===== src/rtl/serial_logic_unit_if.sv =====
// Handshake and data bundle for serial_logic_unit: operand/op request side and result/flags side.
interface serial_logic_unit_if #(
    parameter int N = 32
);
    logic         in_valid;
    logic         in_ready;
    logic [N-1:0] a;
    logic [N-1:0] b;
    logic [2:0]   op;
    logic         out_valid;
    logic         out_ready;
    logic [N-1:0] f;
    logic         zero;
    logic         ones;
    logic         parity;

    modport master (
        output in_valid, a, b, op, out_ready,
        input  in_ready, out_valid, f, zero, ones, parity
    );

    modport slave (
        input  in_valid, a, b, op, out_ready,
        output in_ready, out_valid, f, zero, ones, parity
    );
endinterface


===== src/rtl/serial_logic_unit.sv =====
// N-bit bitwise logic unit that walks the operands in W-bit chunks and accumulates
// zero/all-ones/parity flags; valid/ready handshakes on request and result.
//
// state | meaning
// IDLE  | in_ready high, waiting for operands
// BUSY  | one chunk of f per cycle, flags accumulating
// DONE  | out_valid high, f and flags held until out_ready
module serial_logic_unit #(
    parameter int N = 32,
    parameter int W = 8
) (
    input logic                 clk,
    input logic                 rst,
    serial_logic_unit_if.slave  s_if
);
    localparam int NCH = N / W;
    localparam int CW  = (NCH > 1) ? $clog2(NCH) : 1;
    localparam logic [CW-1:0] LAST = CW'(NCH - 1);

    if (N % W != 0) begin : g_bad_width
        $error("serial_logic_unit: N must be a multiple of W");
    end
    if ($bits(s_if.f) != N) begin : g_bad_if
        $error("serial_logic_unit: interface width does not match N");
    end

    typedef enum logic [1:0] {S_IDLE, S_BUSY, S_DONE} state_t;

    state_t        r_state;
    state_t        w_state_nxt;
    logic [CW-1:0] r_cnt;
    logic [N-1:0]  r_a;
    logic [N-1:0]  r_b;
    logic [2:0]    r_op;
    logic [N-1:0]  r_f;
    logic [N-1:0]  w_f_nxt;
    logic          r_zero;
    logic          r_ones;
    logic          r_par;
    logic          r_zacc;
    logic          r_oacc;
    logic          r_pacc;
    logic [W-1:0]  w_ca;
    logic [W-1:0]  w_cb;
    logic [W-1:0]  w_chunk;
    logic          w_zacc_nxt;
    logic          w_oacc_nxt;
    logic          w_pacc_nxt;
    logic          w_last;

    // Operands shift right each BUSY cycle, so the live chunk is always the low W bits.
    assign w_ca = r_a[W-1:0];
    assign w_cb = r_b[W-1:0];

    always_comb begin
        w_chunk = '0;
        unique case (r_op)
            3'b000:  w_chunk = w_ca & w_cb;
            3'b001:  w_chunk = w_ca | w_cb;
            3'b010:  w_chunk = w_ca ^ w_cb;
            3'b011:  w_chunk = ~(w_ca | w_cb);
            3'b100:  w_chunk = ~(w_ca & w_cb);
            3'b101:  w_chunk = ~(w_ca ^ w_cb);
            3'b110:  w_chunk = w_ca & ~w_cb;
            default: w_chunk = ~w_ca;
        endcase
    end

    // Result fills from the top; after N/W shifts chunk k sits at f[k*W +: W].
    if (NCH == 1) begin : g_single
        assign w_f_nxt = w_chunk;
    end else begin : g_multi
        assign w_f_nxt = {w_chunk, r_f[N-1:W]};
    end

    assign w_zacc_nxt = r_zacc & (w_chunk == '0);
    assign w_oacc_nxt = r_oacc & (w_chunk == '1);
    assign w_pacc_nxt = r_pacc ^ (^w_chunk);
    assign w_last     = (r_cnt == LAST);

    always_ff @(posedge clk or posedge rst) begin
        if (rst) begin
            r_state <= S_IDLE;
        end else begin
            r_state <= w_state_nxt;
        end
    end

    always_comb begin
        w_state_nxt = r_state;
        unique case (r_state)
            S_IDLE:  if (s_if.in_valid)  w_state_nxt = S_BUSY;
            S_BUSY:  if (w_last)         w_state_nxt = S_DONE;
            S_DONE:  if (s_if.out_ready) w_state_nxt = S_IDLE;
            default: w_state_nxt = S_IDLE;
        endcase
    end

    always_ff @(posedge clk or posedge rst) begin
        if (rst) begin
            r_cnt  <= '0;
            r_a    <= '0;
            r_b    <= '0;
            r_op   <= '0;
            r_f    <= '0;
            r_zero <= 1'b0;
            r_ones <= 1'b0;
            r_par  <= 1'b0;
            r_zacc <= 1'b0;
            r_oacc <= 1'b0;
            r_pacc <= 1'b0;
        end else begin
            unique case (r_state)
                S_IDLE: begin
                    if (s_if.in_valid) begin
                        r_a    <= s_if.a;
                        r_b    <= s_if.b;
                        r_op   <= s_if.op;
                        r_cnt  <= '0;
                        r_zacc <= 1'b1;
                        r_oacc <= 1'b1;
                        r_pacc <= 1'b0;
                    end
                end
                S_BUSY: begin
                    r_a    <= r_a >> W;
                    r_b    <= r_b >> W;
                    r_f    <= w_f_nxt;
                    r_zacc <= w_zacc_nxt;
                    r_oacc <= w_oacc_nxt;
                    r_pacc <= w_pacc_nxt;
                    if (w_last) begin
                        r_zero <= w_zacc_nxt;
                        r_ones <= w_oacc_nxt;
                        r_par  <= w_pacc_nxt;
                    end else begin
                        r_cnt <= r_cnt + CW'(1);
                    end
                end
                default: ;
            endcase
        end
    end

    assign s_if.in_ready  = (r_state == S_IDLE);
    assign s_if.out_valid = (r_state == S_DONE);
    assign s_if.f         = r_f;
    assign s_if.zero      = r_zero;
    assign s_if.ones      = r_ones;
    assign s_if.parity    = r_par;
endmodule

===== src/flat_wrapper.sv =====
// flat-port wrapper written by rule: the top's interface ports become plain ports
module serial_logic_unit_flat 
#(
    parameter int N = 32,
    parameter int W = 8
)
  (clk, rst, s_if_in_valid, s_if_a, s_if_b, s_if_op, s_if_out_ready, s_if_in_ready, s_if_out_valid, s_if_f, s_if_zero, s_if_ones, s_if_parity);
  serial_logic_unit_if #(.N(N)) s_if_i ();
  input logic clk;
  input logic rst;
  input wire logic [$bits(s_if_i.in_valid)-1:0] s_if_in_valid;
  input wire logic [$bits(s_if_i.a)-1:0] s_if_a;
  input wire logic [$bits(s_if_i.b)-1:0] s_if_b;
  input wire logic [$bits(s_if_i.op)-1:0] s_if_op;
  input wire logic [$bits(s_if_i.out_ready)-1:0] s_if_out_ready;
  output wire logic [$bits(s_if_i.in_ready)-1:0] s_if_in_ready;
  output wire logic [$bits(s_if_i.out_valid)-1:0] s_if_out_valid;
  output wire logic [$bits(s_if_i.f)-1:0] s_if_f;
  output wire logic [$bits(s_if_i.zero)-1:0] s_if_zero;
  output wire logic [$bits(s_if_i.ones)-1:0] s_if_ones;
  output wire logic [$bits(s_if_i.parity)-1:0] s_if_parity;
  assign s_if_i.in_valid = s_if_in_valid;
  assign s_if_i.a = s_if_a;
  assign s_if_i.b = s_if_b;
  assign s_if_i.op = s_if_op;
  assign s_if_i.out_ready = s_if_out_ready;
  assign s_if_in_ready = s_if_i.in_ready;
  assign s_if_out_valid = s_if_i.out_valid;
  assign s_if_f = s_if_i.f;
  assign s_if_zero = s_if_i.zero;
  assign s_if_ones = s_if_i.ones;
  assign s_if_parity = s_if_i.parity;
  serial_logic_unit #(.N(N), .W(W)) u_core (.clk(clk), .rst(rst), .s_if(s_if_i));
endmodule

===== config.mk =====
export PLATFORM = sky130hd
export DESIGN_NAME = serial_logic_unit_flat
export DESIGN_NICKNAME = d
export VERILOG_FILES = /design/src/rtl/serial_logic_unit_if.sv /design/src/rtl/serial_logic_unit.sv /design/src/flat_wrapper.sv
export SDC_FILE = /design/constraint.sdc
export NUM_CORES = 1
export LEC_CHECK = 0
export ABC_AREA = 1
export BUFFER_PORTS_ARGS = -buffer_cell sky130_fd_sc_hd__buf_2
export CORE_UTILIZATION = 50
export DETAILED_ROUTE_END_ITERATION = 10
export PLACE_DENSITY = 0.73
export SETUP_SLACK_MARGIN = 0.02
export SLEW_MARGIN = 30
export SYNTH_ARGS = -nofsm -noshare
export SYNTH_HDL_FRONTEND = slang
export SYNTH_SLANG_ARGS = --single-unit
export TNS_END_PERCENT = 50

===== constraint.sdc =====
create_clock -name clk -period 4.65 [get_ports clk]
set_clock_uncertainty 0.1 [all_clocks]
set_input_delay 0.2325 -clock clk [delete_from_list [all_inputs] [get_ports clk]]
set_output_delay 0.2325 -clock clk [all_outputs]
set_load 0.005 [all_outputs]

# Yosys cells after proc, flatten, opt, wreduce, memory -nomap -nowiden
# Index checks and enable logic that the tools add are counted.
# Widths: inputs -> output; s select.
# classes
n_addsub,1
multipliers,0
div_mod_pow,0
n_lt_le_gt_ge,0
n_eq_ne,14
shifts,0
muxes,17
bitwise,12
n_reduce_logical,10
# ops
cell,n
$pmux 32 s2,2
$mux 32,2
$pmux 8 s7,1
$not 8->8,5
$and 8x8->8,2
$mux 2,5
$eq 3x3->1 const B,3
$eq 8x8->1 const B,1
$logic_not 8->1,1
$or 8x8->8,1
$reduce_xor 8->1,1
$xor 8x8->8,1
$eq 3x2->1 const B,2
$ne 2x2->1 const B,3
$pmux 1 s2,3
$pmux 2 s3,1
$reduce_and 2->1,3
$reduce_and 3->1,2
$eq 2x2->1 const B,2
$pmux 2 s2,1
$eq 3x1->1 const B,1
$logic_not 3->1,1
$add 2x1->2 const B,1
$and 1x1->1,2
6 further kinds,7
# totals
register_bits,109
latchBits,0
ram_bits,0
rom_bits,0
in_bits,71
word_cells,66
memories,0

# Logic depth before layout (Yosys ltp)
# Gate-level depths: netlist of run 1.
# logic_depth
word_depth,6
depth_mapped,16
mapped_depth_nobuf,15

# Least setup slack after synthesis of run 1
# Ideal clock, no wire load.
# synth_timing
kind,register to register
from,reg u_core.r_op[1]
to,reg u_core.r_pacc
setup_ns,0.065
arrival_time_ns,2.054
required_ns,4.485
setup_slack_ns,2.431
path_stages_with_launch,14
synth_period_minus_slack_ns,2.219
cell_sequence,dfrtp_1 -> buf_4 -> nor2_2 -> nand2_1 -> o21ai_0 -> nor2_1 -> nand3_2 -> inv_1 -> ha_1 -> xnor2_1 -> xnor2_1 -> xor2_1 -> nand2_1 -> nand2_1
# synth_via
elab_chain_len,5
elab_cells_between_ends,11
# synth_rtl
element,line,source
from (decl),serial_logic_unit.sv:34,logic [2:0] r_op;
from (signal assigned),serial_logic_unit.sv:118,r_op <= s_if.op;
"$eq 3x3->1, or another cell as far along",serial_logic_unit.sv:57,unique case (r_op)
$pmux 8 s7 *,serial_logic_unit.sv:57,
via u_core.w_chunk[3],serial_logic_unit.sv:45,logic [W-1:0] w_chunk;
$reduce_xor 8->1 *,serial_logic_unit.sv:78,assign w_pacc_nxt = r_pacc ^ (^w_chunk);
$xor 1x1->1 *,serial_logic_unit.sv:78,
$pmux 1 s2 *,serial_logic_unit.sv:113,unique case (r_state)
to (signal assigned),serial_logic_unit.sv:131,r_pacc <= w_pacc_nxt;
to (decl),serial_logic_unit.sv:42,logic r_pacc;
# Mark *: on every way through the listed nets, which the timed path passes. The rest lies on a longest branch.
# A chain may end at the register's enable or synchronous reset.

# Worst setup path in the final report of run 1
# layout_timing
from,reg u_core.r_op[2]
to,reg u_core.r_pacc
# layout_via
elab_chain_len,5
elab_cells_between_ends,11
# layout_rtl
element,line
"$eq 3x3->1, or another cell as far along",serial_logic_unit.sv:57
$pmux 8 s7 *,serial_logic_unit.sv:57
$reduce_xor 8->1 *,serial_logic_unit.sv:78
$xor 1x1->1 *,serial_logic_unit.sv:78
$pmux 1 s2 *,serial_logic_unit.sv:113
# Mark *: on every way between the ends. The rest lies on a longest branch, timed or not.

==> flow_results.org, run 1 <==
** Yosys
- By area the synthesized netlist is led by sky130_fd_sc_hd__dfrtp_1 48%, sky130_fd_sc_hd__nand2_1 8.5%, sky130_fd_sc_hd__inv_1 7.1%, sky130_fd_sc_hd__ha_1 7.0%, sky130_fd_sc_hd__a221oi_2 5.0%.
- Counting flops with a built-in enable in the synthesized netlist gives 0.
- Sequential cell area fraction in the yosys report :: 0.476
- The number of nets in the synthesized netlist is 751.
- The most used flip-flop cell after synthesis is sky130_fd_sc_hd__dfrtp_1.
- Yosys mapped the design onto 29 distinct sky130hd cell types.
- The share of synthesized area in the top cell type comes to 0.476.
- Most frequently used cell type in the post-synthesis netlist :: sky130_fd_sc_hd__nand2_1
- Counting instances in the post-synthesis netlist gives the leading cell types as 130 x sky130_fd_sc_hd__nand2_1, 109 x sky130_fd_sc_hd__dfrtp_1, 108 x sky130_fd_sc_hd__inv_1.
- Post-synthesis cell type with the largest combined area :: sky130_fd_sc_hd__dfrtp_1
- The cell count after synthesis came out at 648.
- Mapped Area :: 5730 sq um
- Synth async-reset ratio :: 1.00
- Number of synthesis warnings :: 0
- In this run, synthesis produced a sequential element count of 109.
- A synthesized cell averages 8.84 sq um.

** Run
- Across the run, the number of max-cap violations was 0.

** Global routing
- Number of global-route vias before repair :: 4917
- For this run, the total global-route usage over all layers was measured as 0.261.
- First-pass GRT wire length :: 23700 um
- Entering global routing, the biggest net connects 95 pins.
- Remaining global-route overflow :: 0
- Antenna violations before repair :: 0

** Power
- Power per cell area :: 782 nW/um^2
- The share of total power dissipated in combinational logic is 0.535.
- Switching Power :: 2.38 mW
- Fraction of power consumed by the clock network :: 0.153
- Of the total power, the share spent switching nets is 0.449.
- In this run the static leakage power is 3.48 nW.
- The internal power of the cells totals 2.92 mW.
- Sequential share of power :: 0.313
- Largest vdd supply drop :: 0.440 mV

** Die
- Floorplan die area :: 11900 sq um
- Die X :: 109 um
- 108 I/O pins were placed.
- Site Rows :: 38
- For this configuration, the core starts out at a cell density of 0.521.
- Height of the chip :: 109 um
- Core region area :: 11000 sq um

** Critical path
- Of all nets on the critical path, the largest fanout is 13.
- Required time worst endpoint :: 4840 ps
- Kind of critical path :: reg -> reg
- Sort of element at the end of the critical path :: register
- Nature of the critical path startpoint :: register
- Arr. time, crit path :: 3150 ps

** Layout
- At the end of the flow the core is filled with cells to 0.616.
- Proportion of layout cells with a drive suffix above 1 :: 0.224
- Area overhead of the layout relative to synthesis :: 18.2%
- 0 antenna diodes ended up in the layout.
- For this run, the post-layout net count is 856.
- The finished cells cover 6770 sq um.

** Timing
- Counting I/O delays and the setup requirement, the final critical path takes 2960 ps.
- Worst rel slew slack :: 0.439
- At the pin with the least slew margin, the transition time is 839 ps.
- Final slew viol count :: 0
- Hold violation count in the final report :: 0
- Setup repair after global routing left no endpoint under its margin.
- Setup Viol. Count Final :: 0
- Final-layout worst hold slack :: 19.7 ps
- Maximum achievable frequency :: 0.338 GHz
- Post-route fraction of the period consumed by the critical path :: 0.636
- Summed over all failing endpoints, the final setup total negative slack is 0 ps.

** Status
- Result of the run :: completed

** Clocking
- # resized after CTS :: 0
- TritonCTS built the clock tree.
- Bufs on Longest Clock Path :: 2
- Clock edge transition at the registers on the reported setup and hold paths :: 70 ps
- The clock tree synthesis step divided the H-tree into 3 levels.
- The tree is rooted in a sky130_fd_sc_hd__clkbuf_16.
- For this design, the sink count on the clock tree is 109.
- Counting the buffers created by CTS gives 9.
- After clock tree synthesis, the setup repair step added 0 buffers.
- Later-pin clock latency in the skew report :: 350 ps

** Route
- Drt wl/cell :: 15.8 um
- Count of routing violations after the opening detailed-route iteration :: 264
- For this run, design rule violations remaining after detail routing come to 0.
- Detailed-route vias per instance :: 5.45
- The first detailed-routing pass ran for 7 iterations.
- The final route contains 4897 vias.
- In this run the remaining antenna-violating nets after routing total 0.
- Total length of routed wires :: 14200 um

** Min path
- The min-delay analysis places its worst path in the category in -> reg.

** Placement
- Standard cell area after detailed placement :: 6290 sq um
- The congestion estimate from routability-driven global placement came to 0.905.
- Summed over all nets, the half-perimeter wirelength after detailed placement is 9790 um.
- Buffers placed on the I/O ports in this run total 107.
==> layer usage <==
layer	vias to the layer above	GRT usage	wire [um]
li1	2336	-	-
met1	2398	0.344	6560
met2	132	0.424	6670
met3	31	0.0520	576
met4	0	0.0985	351
met5	-	0	0
==> cell families (layout without fill, tap and decap cells) <==
group	count (synthesis)	count (layout)	synth area share
adders and majority gates	32	32	0.0699
xor gates and xnor gates	4	4	0.00612
AOI/OAI and AO/OA	103	103	0.145
muxes	1	1	0.00175
DFF	109	109	0.476
and+or+nand+nor	248	248	0.192
buffers and inverters	151	261	0.109
==> power groups by stage <==
stage	logic [mW]	clock network, mW	registers [mW]
2_1_floorplan	2.20	0	1.60
3_3_place_gp	2.73	0	1.64
3_5_place_dp	2.81	0	1.67
4_1_cts	2.84	0.824	1.65
5_1_grt	3.22	0.866	1.71
6_report	2.83	0.808	1.65
==> cell usage in the layout, fill, tap and decap left out, types with 16 or more instances in the layout <==
cell                            instances
sky130_fd_sc_hd__nand2_1              130
sky130_fd_sc_hd__o21ai_0               38
sky130_fd_sc_hd__a221oi_1              29
sky130_fd_sc_hd__dfrtp_1              109
sky130_fd_sc_hd__nor3_1                50
sky130_fd_sc_hd__inv_1                107
sky130_fd_sc_hd__nor2_1                30
sky130_fd_sc_hd__ha_1                  32
sky130_fd_sc_hd__a221oi_2              19
sky130_fd_sc_hd__dlygate4sd3_1         16
sky130_fd_sc_hd__buf_2                107
==> area by class of cell <==
| class | count | area, sq um |
|---|---|---|
| Clock buffer | 12 | 236 |
| Clock inverter | 4 | 72.6 |
| Fill cell | 970 | 4220 |
| Inverter | 117 | 442 |
| Multi-Input combinational cell | 388 | 2380 |
| Sequential cell | 109 | 2730 |
| Tap cell | 140 | 175 |
| Timing Repair Buffer | 128 | 737 |
==> critical path: stages (launching register included) <==
cell	delay, ps
sky130_fd_sc_hd__dfrtp_1	570
sky130_fd_sc_hd__inv_2	200
sky130_fd_sc_hd__nor2_1	590
sky130_fd_sc_hd__o21bai_1	210
sky130_fd_sc_hd__nor2_1	60
sky130_fd_sc_hd__nand2_1	60
sky130_fd_sc_hd__nand2_1	90
sky130_fd_sc_hd__inv_1	70
sky130_fd_sc_hd__ha_1	240
sky130_fd_sc_hd__xnor2_1	200
sky130_fd_sc_hd__xnor2_1	160
sky130_fd_sc_hd__xor2_1	220
sky130_fd_sc_hd__nand2_1	70
sky130_fd_sc_hd__nand2_1	70
==> flip-flops by register name (all words and copies together), names as in the netlist, 2 cells and up <==
signal          count
u_core.r_a         32
u_core.r_cnt        2
u_core.r_b         32
u_core.r_op         3
u_core.r_state      2
u_core.s_if.f      32
==> worst paths after layout <==
kind / start / end / slack, ps / cells after the start
setup / recovery: u_core.r_op[2] / u_core.r_pacc / 1690 / 13
hold / removal: s_if_b[24] / u_core.r_b[24] / 20 / 3
setup reg to reg: u_core.r_op[2] / u_core.r_pacc / 1690 / 13
hold reg to reg: u_core.s_if.f[6] / u_core.s_if.f[6] / 370 / 2
max in group asynchronous: rst / u_core.r_cnt[1] / 2900 / 4
min in group asynchronous: rst / u_core.r_b[19] / 480 / 3
==> stage by stage <==
step | setup slack [ps] | power, mW | instances
global placement | 1860 | 4.37 | 866
finish | 1690 | 5.30 | 898
global route | 1400 | 5.79 | 898
floorplan | 1440 | 3.80 | 648
CTS | 1720 | 5.31 | 898
detailed placement | 1750 | 4.48 | 866
==> what timing repair did <==
item                                    4_1_cts  5_1_grt
endpoints found under the setup margin        0        0
hold endpoints to repair                     78        0
hold buffers                                 16        0
Power figures use the tool's default switching activity.
==> inputs of run 2 (changes only) <==
==> constraint.sdc (replaced) <==
create_clock -name clk -period 3 [get_ports clk]
set_clock_uncertainty 0.1 [all_clocks]
set_input_delay 0.15 -clock clk [delete_from_list [all_inputs] [get_ports clk]]
set_output_delay 0.15 -clock clk [all_outputs]
set_load 0.005 [all_outputs]
==> run 2 against run 1 <==
  * Clock power grew 44%
  * Critical path depth grew 2
  * Fmax grew 13%
  * Global-route usage shrank 0.99 points
  * Sequential share of layout area shrank 0.45 points
  * Highest routed layer unchanged
==> flow_results.org, run 2 (synthesis gave the netlist of run 1 again) <==
** Status
- The run finished with clean final reports.

** Route
- The pre-antenna-repair detailed-routing pass consisted of 5 iterations.
- After detailed routing, the number of remaining DRC violations is 0.
- Total length of routed wires :: 13600 um
- Routed vias :: 4834
- Dividing the detail-routed wire length by the instance count gives 15.0 um.
- Dividing the detail-routed via count by the number of cells gives 5.34.
- Count of routing violations after the opening detailed-route iteration :: 272
- Antenna Violating Nets Remaining :: 0

** Power
- Across the VDD grid, the largest voltage drop is 0.936 mV.
- Leakage :: 3.51 nW
- Power spread over the standard cell area amounts to 1180 nW/um^2.
- Total power :: 8.10 mW

** Clocking
- The tree is rooted in a sky130_fd_sc_hd__clkbuf_16.
- TritonCTS built the clock tree.
- The later pin in the worst-skew pair is clocked with a latency of 350 ps.
- The H-tree was split into 3 levels.
- Bufs on Longest Clock Path :: 2
- The number of clock buffers added by TritonCTS is 9.
- Clock edge transition at the registers on the reported setup and hold paths :: 70 ps
- Counting every sink on the clock net gives 109.

** Critical path
- The worst setup path is launched from a register.
- Number of cells traversed by the worst register-to-register path :: 15
- Required time worst endpoint :: 3190 ps
- CP most frequent cell :: sky130_fd_sc_hd__nand2_1
- Largest driver fanout on the critical path :: 11
- The slowest stage of the critical path belongs to the cell sky130_fd_sc_hd__dfrtp_1.
- Sort of element at the end of the critical path :: register
- At the worst endpoint, the arrival time is 2810 ps.
- On the worst path, the slowest cell contributes a delay of 600 ps.
- Minimum setup slack among reg-to-reg paths :: 380 ps
- Launch point of the critical path :: u_core.r_op[1]
- The worst setup path is of the reg -> reg kind.
- Startpoint of the worst register-to-register path :: u_core.r_op[1]
- The endpoint identified for the worst register-to-register timing path is u_core.r_pacc.
- Critical Path Sink :: u_core.r_pacc
- CP Cell Sequence :: inv_1, nand2_1, nor2_2, nand2_1, nand2_1, nor2_1, nand2_1, nand2_1, inv_1, ha_1, xnor2_1, xnor2_1, xor2_1, nand2_1, nand2_1

** Timing
- Time the worst path needs with I/O delays and setup :: 2620 ps
- Across all hold checks on the routed design, the worst slack comes to 31.6 ps.
- Final critical-path setup slack :: 380 ps
- For the pin with the worst max-slew slack, the measured transition is 553 ps.
- Total Neg Setup Slack :: 0 ps
- Setup Viol. Count Final :: 0
- Headroom to the max-slew limit came out at 0.631.
- Maximum achievable frequency :: 0.382 GHz
- Post-route fraction of the period consumed by the critical path :: 0.873
- Hold violation count in the final report :: 0
- Final slew viol count :: 0
- Unrepaired setup endpoints after global routing :: no

** Die
- 108 I/O pins were placed.
- The die covers 11900 sq um.
- Height of the chip :: 109 um
- The die is 109 um wide.
- In this run the core area contains 38 standard-cell rows.
- The total area inside the core boundary comes to 11000 sq um.
- For this configuration, the core starts out at a cell density of 0.521.

** Layout
- Leaving out fill and tap cells, the most frequent cells in the layout are 130 x sky130_fd_sc_hd__nand2_1, 109 x sky130_fd_sc_hd__dfrtp_1, 107 x sky130_fd_sc_hd__inv_1, 107 x sky130_fd_sc_hd__buf_2, 50 x sky130_fd_sc_hd__nor3_1.
- In the final layout, the share of cells above drive strength 1 is 0.227.
- Counting the fill cells in the layout gives 954.
- Across the whole layout, storage elements account for 2730 sq um.
- Antenna cell count :: 0
- In the final layout, the multi-input gates occupy 2380 sq um.
- From synthesis to final layout, the design area changed by 19.5%.
- Commonest non-fill, non-tap cell in the layout :: sky130_fd_sc_hd__nand2_1
- The final layout contains 864 nets.
- After routing the design area is 6840 sq um.

** Global routing
- After global routing the overflow that remains totals 0.
- The via count of the first global-routing pass was 4732.
- GRT Util Overall :: 0.251
- The initial antenna violation count was 0.
- The first global-routing pass estimated 23000 um of wire.
- Entering global routing, the biggest net connects 99 pins.

** Placement
- At the placement stage, the worst setup path has a slack of 408 ps.
- Routability-driven placement congestion ratio :: 0.875
- Sum of net half-perimeters after detailed placement :: 9750 um
- Standard cell area after detailed placement :: 6340 sq um
- Number of buffers added on ports :: 107

** Min path
- Hold crit path type :: in -> reg
- Hold depth :: 3

** Run
- The tool flagged a number of max-cap violations equal to 0.
==> run 2: changes by cell type in the layout (fill, tap and decap cells not counted) <==
cell / delta
sky130_fd_sc_hd__bufinv_16: -2
sky130_fd_sc_hd__buf_6: -1
sky130_fd_sc_hd__clkinv_4: +1
sky130_fd_sc_hd__clkinv_2: -1
sky130_fd_sc_hd__buf_12: +2
sky130_fd_sc_hd__clkbuf_8: +3
sky130_fd_sc_hd__dlygate4sd3_1: +5
sky130_fd_sc_hd__buf_4: +2
sky130_fd_sc_hd__clkbuf_1: -1
sky130_fd_sc_hd__clkinvlp_4: +1
sky130_fd_sc_hd__inv_4: -1
==> run 2: per-stage QoR <==
step	std cells	utilization
2_1_floorplan	648	-
3_5_place_dp	869	0.578
4_1_cts	906	0.623
3_3_place_gp	869	0.578
6_report	906	0.623
5_1_grt	906	0.623
==> run 2: layout make-up <==
type	instances	area share
Sequential cell	109	0.399
Multi-Input combinational cell	388	0.347
Timing Repair Buffer	136	0.121
Inverter	117	0.0647
Clock buffer	14	0.0400
Tap cell	140	0.0256
Clock inverter	2	0.00238
==> run 2: layer usage <==
metal  vias to the layer above  wire (um)  track usage
li1                       2355          -            -
met1                      2333       6380        0.355
met2                       135       6410        0.396
met3                        11        667       0.0508
met4                         0        132       0.0608
met5                         -          0            0
==> run 2: critical path: cells and delay by family (launching register included) <==
kind,cells,cell delay [ps]
simple gates,9,790
xor+xnor,3,530
buf+inv,2,240
fa+ha+maj,1,310
flops,1,600
==> run 2: worst min path at each step <==
stage	startpoint	to
2_1_floorplan	s_if_out_ready	u_core.r_state[1]
3_3_place_gp	rst	u_core.r_b[13]
3_5_place_dp	rst	u_core.r_b[13]
4_1_cts	s_if_a[10]	u_core.r_a[10]
5_1_grt	s_if_a[2]	u_core.r_a[2]
6_report	s_if_a[18]	u_core.r_a[18]
==> run 2: repair_timing <==
item,CTS,global route
hold buffers,21,0
buffers inserted,0,0
endpoints found under the hold margin,38,0
gates resized for setup,0,0
==> run 2: report_power, final <==
part	total, mW	internal (mW)	switching (mW)
clock	1.16	0.634	0.524
sequential	2.55	2.17	0.378
combinational	4.40	1.66	2.74
==> inputs of run 3 (changes only) <==
--- a/config.mk
+++ b/config.mk
@@ -6,10 +6,11 @@
 export NUM_CORES = 1
 export LEC_CHECK = 0
 export ABC_AREA = 1
+export ABC_CLOCK_PERIOD_IN_PS = 2500
 export BUFFER_PORTS_ARGS = -buffer_cell sky130_fd_sc_hd__buf_2
 export CORE_UTILIZATION = 50
 export DETAILED_ROUTE_END_ITERATION = 10
-export PLACE_DENSITY = 0.73
+export PLACE_DENSITY = 0.76
 export SETUP_SLACK_MARGIN = 0.02
 export SLEW_MARGIN = 30
 export SYNTH_ARGS = -nofsm -noshare
==> constraint.sdc (replaced) <==
create_clock -name clk -period 2.5 [get_ports clk]
set_clock_uncertainty 0.1 [all_clocks]
set_input_delay 0.125 -clock clk [delete_from_list [all_inputs] [get_ports clk]]
set_output_delay 0.125 -clock clk [all_outputs]
set_load 0.005 [all_outputs]
==> run 3 against run 2 <==
  * Hold slack got worse by 23 ps
  * Count of clock-buffer cells in the layout fell by 3
  * Global-route usage rose by 0.31 points
  * First-iteration DRC count rose by 70%
  * Clock power rose by 26%
  * Register-to-register slack got worse by 230 ps
  * Combinational power rose by 35%
  * Fmax rose by 12%
==> flow_results.org, run 3 (synthesis gave the netlist of run 1 again) <==
** Layout
- The net count of the finished layout is 883.
- In the final layout, the share of cells above drive strength 1 is 0.264.
- Number of standard cells in the final layout excluding fillers :: 925
- Number of fillers in the final layout :: 885
- Commonest non-fill, non-tap cell in the layout :: sky130_fd_sc_hd__nand2_1
- Antenna cell count :: 0
- Area overhead of the layout relative to synthesis :: 24.5%
- Post-layout util :: 0.649
- In the layout the commonest cells are 126 x sky130_fd_sc_hd__nand2_1, 107 x sky130_fd_sc_hd__buf_2, 107 x sky130_fd_sc_hd__dfrtp_1.

** Clocking
- The H-tree was split into 3 levels.
- Clock edge transition at the registers on the reported setup and hold paths :: 70 ps
- Number of buffers created by CTS :: 9
- At the later pin of the worst-skew pair, clock insertion delay measures 360 ps.
- The tree is rooted in a sky130_fd_sc_hd__clkbuf_16.
- Clock tree synthesis found a total of 109 sinks.
- CTS tree :: built
- Bufs on Longest Clock Path :: 2

** Critical path
- In this run the number of cells on the critical path is 13.
- The worst setup path is captured at a register.
- Data arrives at the worst endpoint at 2550 ps.
- Measured in cells, the most critical reg-to-reg path has a length of 13.
- Largest driver fanout on the critical path :: 8
- CP most frequent cell :: sky130_fd_sc_hd__nand2_1
- Required time worst endpoint :: 2700 ps
- STA classifies the critical path startpoint as a register.
- Max stage delay cell, worst path :: sky130_fd_sc_hd__dfrtp_2
- Sum of buffers and inverters on the critical path :: 2
- Cell family with the largest share of critical-path delay :: XOR/XNOR gates
- In this design, the stage delay of the slowest critical-path cell is 490 ps.
- CP Cell Sequence :: inv_2, nand3_2, o21bai_1, nor2_1, nand2_1, nand2_2, inv_1, ha_4, xnor2_2, xnor2_1, xor2_1, nand2_1, nand2_1
- Kind of critical path :: reg -> reg

** Min path
- Hold crit path type :: in -> reg
- The worst hold path was traced through 3 stages.

** Status
- The run finished with clean final reports.

** Die
- The die covers 11900 sq um.
- Io pins :: 108
- Measured along the y axis, the die boundary spans 109 um.
- Effective utilization at floorplan :: 0.521
- Core region area :: 11000 sq um
- Site Rows :: 38
- Die X :: 109 um

** Power
- Power per cell area :: 1470 nW/um^2
- Leakage :: 3.63 nW
- Largest vdd supply drop :: 0.963 mV

** Run
- Count of maximum capacitance violations :: 0

** Placement
- The number of placed instances, taps included, is 873.
- Number of buffers added on ports :: 107
- At the end of routability-driven placement, the weighted congestion stood at 0.855.
- Post-placement setup slack :: 20.7 ps
- Sum of net half-perimeters after detailed placement :: 9240 um

** Global routing
- Antenna violations before repair :: 0
- Remaining global-route overflow :: 0
- Grt met2 use :: 0.399
- Maximum number of pins on one net before global-route repair :: 132
- GRT Util Overall :: 0.254
- The global routing stage identified its most utilized layer as met2.
- Met3 capacity usage during global routing :: 0.0359
- First-pass GRT wire length :: 23000 um
- The via count of the first global-routing pass came to 4734.
- Global-route track usage on met1 :: 0.346

** Timing
- Final critical-path setup slack :: 151 ps
- Summed over all failing endpoints, the final setup total negative slack is 0 ps.
- The worst pin sits at a relative slew slack of 0.611.
- Hold violation count in the final report :: 0
- Maximum achievable frequency :: 0.426 GHz
- Final slew viol count :: 0
- Worst Tran Pin Value :: 583 ps
- Setup violations remaining at the end of the flow were counted as 0.
- In the finished design, the share of the clock period the worst path needs comes to 0.939.
- The worst path needs 2350 ps of the cycle, external delays included.

** Route
- Total length of routed wires :: 14000 um
- In the routed design, unresolved DRC markers number 0.
- In the routed layout, each cell is associated on average with a via count of 5.33.
- Drt wl/cell :: 15.2 um
- In this run, the number of DRC markers left after iteration 0 of detailed routing was 462.
- The detail route stage leaves a number of antenna-violating nets equal to 0.
- The detailed router placed 4930 vias in this run.
- The first TritonRoute pass finished after 5 iterations.
-- run 3: layout make-up --
cell class / count / area (sq um) / area share
flip-flops and latches: 109 / 2730 / 0.383
multi-input cells: 388 / 2470 / 0.347
repair buffers: 155 / 1000 / 0.141
inverters: 117 / 445 / 0.0625
clock buffers: 11 / 243 / 0.0340
well taps: 140 / 175 / 0.0246
clock inverters: 5 / 57.6 / 0.00807
-- run 3: worst register-to-register path, delay by kind of cell (launching register included) --
kind	cells	cell delay, ps
XOR/XNOR	3	540
AND/OR/NAND/NOR	6	510
AO/OA/AOI/OAI	1	170
flip-flops	1	490
adder cells (fa/ha/maj)	1	210
buffers and inverters	2	270
-- run 3: per-stage QoR --
stage	power, mW	instance area, sq um	hold slack [ps]
6_report	10.5	7130	8.45
5_1_grt	11.4	7130	20.8
4_1_cts	9.97	6940	2.92
3_5_place_dp	8.40	6370	232
3_3_place_gp	8.23	6370	207
2_1_floorplan	7.07	5730	111
-- run 3: power by group --
group	internal, mW	total, mW	switching, mW
combinational	2.39	5.96	3.57
sequential	2.61	3.04	0.426
clock	0.809	1.46	0.653
total	5.81	10.5	4.64
-- run 3: metal layers --
layer	wire length [um]	vias up
met3	514	33
met1	6310	2370
met2	6830	134
li1	-	2393
met5	0	-
met4	382	0
-- run 3: worst paths after layout --
path	from	endpoint	slack (ps)
max	u_core.r_op[0]	u_core.r_pacc	150
min	s_if_a[11]	u_core.r_a[11]	8
max reg2reg	u_core.r_op[0]	u_core.r_pacc	150
min reg2reg	u_core.s_if.f[0]	u_core.s_if.f[0]	370
max in group asynchronous	rst	u_core.r_op[1]	1480
min in group asynchronous	rst	u_core.r_b[28]	370
-- run 3: repair_timing --
| item | 4_1_cts | 5_1_grt |
|---|---|---|
| hold buffers | 25 | 0 |
| pin swaps | 0 | 7 |
| hold endpoints to repair | 133 | 0 |
| buffers inserted | 0 | 10 |
| endpoints found under the setup margin | 2 | 2 |
| resized for setup | 4 | 20 |
